[config.mk]
export PLATFORM = sky130hd
export DESIGN_NAME = spi_mstr16
export DESIGN_NICKNAME = d
export VERILOG_FILES = /design/src/rtl/spi_mstr16.sv
export SDC_FILE = /design/constraint.sdc
export NUM_CORES = 1
export LEC_CHECK = 0
export BUFFER_PORTS_ARGS = -buffer_cell sky130_fd_sc_hd__buf_2
export CORE_MARGIN = 1.5
export CORE_UTILIZATION = 50
export CTS_CLUSTER_DIAMETER = 60
export DETAILED_ROUTE_END_ITERATION = 10
export PLACE_DENSITY = 0.84
export SLEW_MARGIN = 15
export SYNTH_ARGS = -nofsm -noshare
export SYNTH_HDL_FRONTEND = slang
export SYNTH_SLANG_ARGS = --single-unit
[constraint.sdc]
create_clock -name clk -period 2.5 [get_ports clk]
set_input_delay 0.375 -clock clk [delete_from_list [all_inputs] [get_ports clk]]
set_output_delay 0.375 -clock clk [all_outputs]
set_load 0.005 [all_outputs]
[src/rtl/spi_mstr16.sv]
// spi_mstr16: 16-bit SPI master, SCLK idles high, MOSI changes on fall, MISO sampled on rise.
// Optional SPI_MSTR_WRT_QUEUE_EN adds a 1-deep pending command launched after completion.
module spi_mstr16 #(
    parameter int SCLK_DIV = 32
) (
    input  logic        clk,
    input  logic        rst,
    input  logic        wrt,
    input  logic [15:0] cmd,
    output logic        done,
    output logic [15:0] rd_data,
    output logic        SS_n,
    output logic        SCLK,
    output logic        MOSI,
    input  logic        MISO
);

    localparam int CW = $clog2(SCLK_DIV);
    localparam logic [CW-1:0] LOAD_CNT = CW'(3 * SCLK_DIV / 4 - 1);
    localparam logic [CW-1:0] RISE_CNT = CW'(SCLK_DIV / 2 - 1);
    localparam logic [CW-1:0] FALL_CNT = CW'(SCLK_DIV - 1);

    typedef enum logic [1:0] {
        IDLE,
        FRONT,
        SHIFT,
        BACK
    } state_t;

    state_t        state_q;
    state_t        state_d;
    logic [CW-1:0] div_cnt_q;
    logic [3:0]    bit_cnt_q;
    logic [15:0]   shift_q;
    logic          smpl_q;
    logic          done_q;
    logic          ss_n_q;
    logic [15:0]   rd_data_q;

    logic          rise_pt;
    logic          fall_pt;
    logic          start;
    logic          load;
    logic          smpl_en;
    logic          shft_en;
    logic          finish;
    logic [15:0]   launch_cmd;

    assign rise_pt = (div_cnt_q == RISE_CNT);
    assign fall_pt = (div_cnt_q == FALL_CNT);

`ifdef SPI_MSTR_WRT_QUEUE_EN
    logic          pend_vld_q;
    logic [15:0]   pend_q;

    assign start      = wrt || pend_vld_q;
    assign launch_cmd = pend_vld_q ? pend_q : cmd;

    // A wrt landing on the launch edge of a pending word becomes the new pending word
    always_ff @(posedge clk or posedge rst) begin
        if (rst) begin
            pend_vld_q <= 1'b0;
            pend_q     <= '0;
        end else if (load && pend_vld_q) begin
            pend_vld_q <= wrt;
            if (wrt) pend_q <= cmd;
        end else if (wrt && state_q != IDLE) begin
            pend_vld_q <= 1'b1;
            pend_q     <= cmd;
        end
    end
`else
    assign start      = wrt;
    assign launch_cmd = cmd;
`endif

    always_ff @(posedge clk or posedge rst) begin
        if (rst) state_q <= IDLE;
        else     state_q <= state_d;
    end

    always_comb begin
        state_d = state_q;
        unique case (state_q)
            IDLE:  if (start) state_d = FRONT;
            FRONT: if (fall_pt) state_d = SHIFT;
            SHIFT: if (rise_pt && bit_cnt_q == 4'd15) state_d = BACK;
            BACK:  if (fall_pt) state_d = IDLE;
            default: state_d = IDLE;
        endcase
    end

    always_comb begin
        load    = 1'b0;
        smpl_en = 1'b0;
        shft_en = 1'b0;
        finish  = 1'b0;
        unique case (state_q)
            IDLE:  load = start;
            FRONT: ;
            SHIFT: begin
                smpl_en = rise_pt;
                shft_en = fall_pt;
            end
            BACK: begin
                shft_en = fall_pt;
                finish  = fall_pt;
            end
            default: ;
        endcase
    end

    always_ff @(posedge clk or posedge rst) begin
        if (rst) begin
            div_cnt_q <= '0;
            bit_cnt_q <= '0;
            shift_q   <= '0;
            smpl_q    <= 1'b0;
            done_q    <= 1'b0;
            ss_n_q    <= 1'b1;
            rd_data_q <= '0;
        end else begin
            if (load) begin
                shift_q   <= launch_cmd;
                div_cnt_q <= LOAD_CNT;
                bit_cnt_q <= '0;
                done_q    <= 1'b0;
                ss_n_q    <= 1'b0;
            end else if (state_q != IDLE) begin
                div_cnt_q <= div_cnt_q + CW'(1);
            end
            if (smpl_en) begin
                smpl_q    <= MISO;
                bit_cnt_q <= bit_cnt_q + 4'd1;
            end
            if (shft_en) shift_q <= {shift_q[14:0], smpl_q};
            if (finish) begin
                rd_data_q <= {shift_q[14:0], smpl_q};
                ss_n_q    <= 1'b1;
                done_q    <= 1'b1;
            end
        end
    end

    // The completing fall point also returns to IDLE, so SCLK never drops there
    assign SCLK    = (state_q == IDLE) ? 1'b1 : div_cnt_q[CW-1];
    assign MOSI    = shift_q[15];
    assign SS_n    = ss_n_q;
    assign done    = done_q;
    assign rd_data = rd_data_q;

endmodule
==> metrics.txt <==
status=completed; Via-to-Cell Ratio=5.23; Setup Fix Bufs, Post-CTS=0; yosys warns=0; Final Util=0.614; # setup viols final=0; DRT iter0 DRCs=95; Power Dens Cells=1100 nW/um^2; Core Region=4000 sq um; Placer Congestion=0.729; Max-Cap Viols=0; Max Fanout on Critical Path=14; met3 WL=173 um; Total Routed Length=3860 um; largest net degree at the start of global routing=33; Initial Util=0.523; worst relative slew slack=0.680; Post-Synthesis Cells=176; row cnt=23; CTS tree=built; post-layout min period=2010 ps; Fin. Hold Viols=0; total CTS buffers=5; share of layout cells above drive strength 1=0.345; Total Routing Usage GR=0.188; die height=67.7 um; Fill cells=336; Hold Crit Class=in2reg; wl on met1=1760 um; vias in the first global route=1,348; worst vdd rail ir drop=0.000678 V; mean post-synth cell area=11.9 sq um; DIE AREA=4580 sq um; placed inst area=2330 sq um; final net count=248; Max Used Layer=met4; Sink Count=46; part of the cycle the worst path needs=0.804; arrival time at the worst endpoint=1630 ps; die width=67.7 um; flop and latch count out of synthesis=46; Slew @ Worst Pin=480 ps; crit end category=primary output; number of I/O pins=40; Clock transition at path regs=80 ps; RSZ-0062 raised after global routing=false; drt wl/cell=14.3 um; clock skew=5.51 ps; Critical Path RT=2120 ps; Port-buffer cells=39; Antenna Violating Nets Remaining=0; routed wl met2=1900 um; Worst setup SP type=flip-flop; DRT Pass-1 Iters=4; DRC viols=0; first-pass GRT wire length=6220 um; Area Growth Syn to Fin=17.3%; P_leak=1.15 nW; Final Cell Area=2450 sq um; antenna cells=0; syn_nets=205; Fin Setup TNS=0 ps; H-tree Lvls=2; CTS root buf=clkbuf_8; initial antenna violation count=0; dpl hpwl=2790 um; latest clock arrival within the worst-skew pair=300 ps; Via Count=1,412; Crit Path Class=reg2out; CTS max path bufs=2; sequential area share after synthesis=0.551; Slew Viols, Final=0; post-synthesis cell area=2090 sq um; Netlist cell types=33; Max Clk Rate=0.498 GHz; GRT Residual Overflow=0
[cell families (layout without fill, tap and decap cells)]
| group | Yosys count | after routing | share of synthesized area |
|---|---|---|---|
| multiplexers | 35 | 35 | 0.179 |
| adder cells (fa/ha/maj) | 9 | 9 | 0.0538 |
| AND/OR/NAND/NOR | 39 | 39 | 0.0861 |
| flip-flops | 46 | 46 | 0.551 |
| XOR/XNOR | 2 | 2 | 0.00837 |
| buffers and inverters | 13 | 57 | 0.0311 |
| AO/OA/AOI/OAI | 32 | 32 | 0.0915 |
[report_power, final]
part           switching, mW  internal [mW]
logic                  0.429          0.478
registers              0.208           1.04
clock network          0.246          0.298
[through the flow]
stage | instances | power (mW) | setup WS, ps | hold WS, ps
3_5_place_dp | 261 | 2.18 | 570 | 294
6_report | 270 | 2.70 | 491 | 307
3_3_place_gp | 261 | 2.12 | 624 | 295
4_1_cts | 270 | 2.74 | 466 | 301
5_1_grt | 270 | 2.92 | 371 | 298
2_1_floorplan | 176 | 1.89 | 677 | 448
[flip-flops by register name, indices dropped and copies added, names as in the netlist]
register and flops:
div_cnt_q 5, SS_n 1, rd_data 16, smpl_q 1, shift_q 16, done 1, bit_cnt_q 4, state_q 2
[synth_stat cells (all sizes together)]
master   number  area [sq um]
a21oi        17          85.1
a221oi        1          15.0
a22o          1          8.76
a31oi         3          18.8
and3          2          12.5
buf           6          38.8
clkbuf        1          3.75
dfrtp        45          1130
dfstp         1          26.3
ha            9           113
inv           6          22.5
mux2         19           214
mux2i        16           160
nand2         9          43.8
nand2b        2          12.5
nand3         3          15.0
nand4         1          6.26
nor2         19          71.3
nor2b         1          6.26
o21ai         6          30.0
o21ba         1          10.0
o22a          1          8.76
o22ai         1          6.26
o2bb2ai       1          8.76
or2           2          12.5
xnor2         1          8.76
xor2          1          8.76
[cell type report]
cell class	instances	area [sq um]	share of cell area
Clock buffer	6	72.6	0.0296
Clock inverter	2	37.5	0.0153
Inverter	6	22.5	0.00917
Multi-Input combinational cell	117	880	0.358
Sequential cell	46	1150	0.469
Tap cell	50	62.6	0.0255
Timing Repair Buffer	43	228	0.0928
[per-layer routing]
layer,vias to the layer above,global-route usage
met3,3,0.0650
met2,29,0.292
met1,681,0.241
li1,699,-
met5,-,0
met4,0,0.0765
[placed cells by master (no fill, tap or decap), drive strengths merged, types with 2 or more instances in the layout]
master  count
mux2i      16
o21ai       6
a21oi      17
clkbuf      6
buf        42
mux2       19
nor2       19
a31oi       3
nand3       3
and3        2
ha          9
or2         2
inv         6
dfrtp      45
nand2       9
nand2b      2
[final timing paths]
path | startpoint | endpoint | slack [ps] | depth (start not counted)
setup / recovery | state_q[0] | SCLK | 490 | 4
hold / removal | MISO | smpl_q | 310 | 2
hold reg to reg | SS_n | SS_n | 470 | 2
setup reg to reg | div_cnt_q[0] | state_q[1] | 580 | 6
min in group asynchronous | rst | rd_data[2] | 510 | 3
max in group asynchronous | rst | rd_data[1] | 1480 | 4
[what timing repair did]
action | 4_1_cts | 5_1_grt
hold buffers | 1 | 0
resized for setup | 0 | 0
hold endpoints to repair | 7 | 0
[critical path: stages, from the launching register on]
cell and delay [ps]:
dfrtp_1 400, inv_1 100, ha_1 380, or2_2 340, buf_2 130
Note: power is estimated with default switching activity, not from simulation.
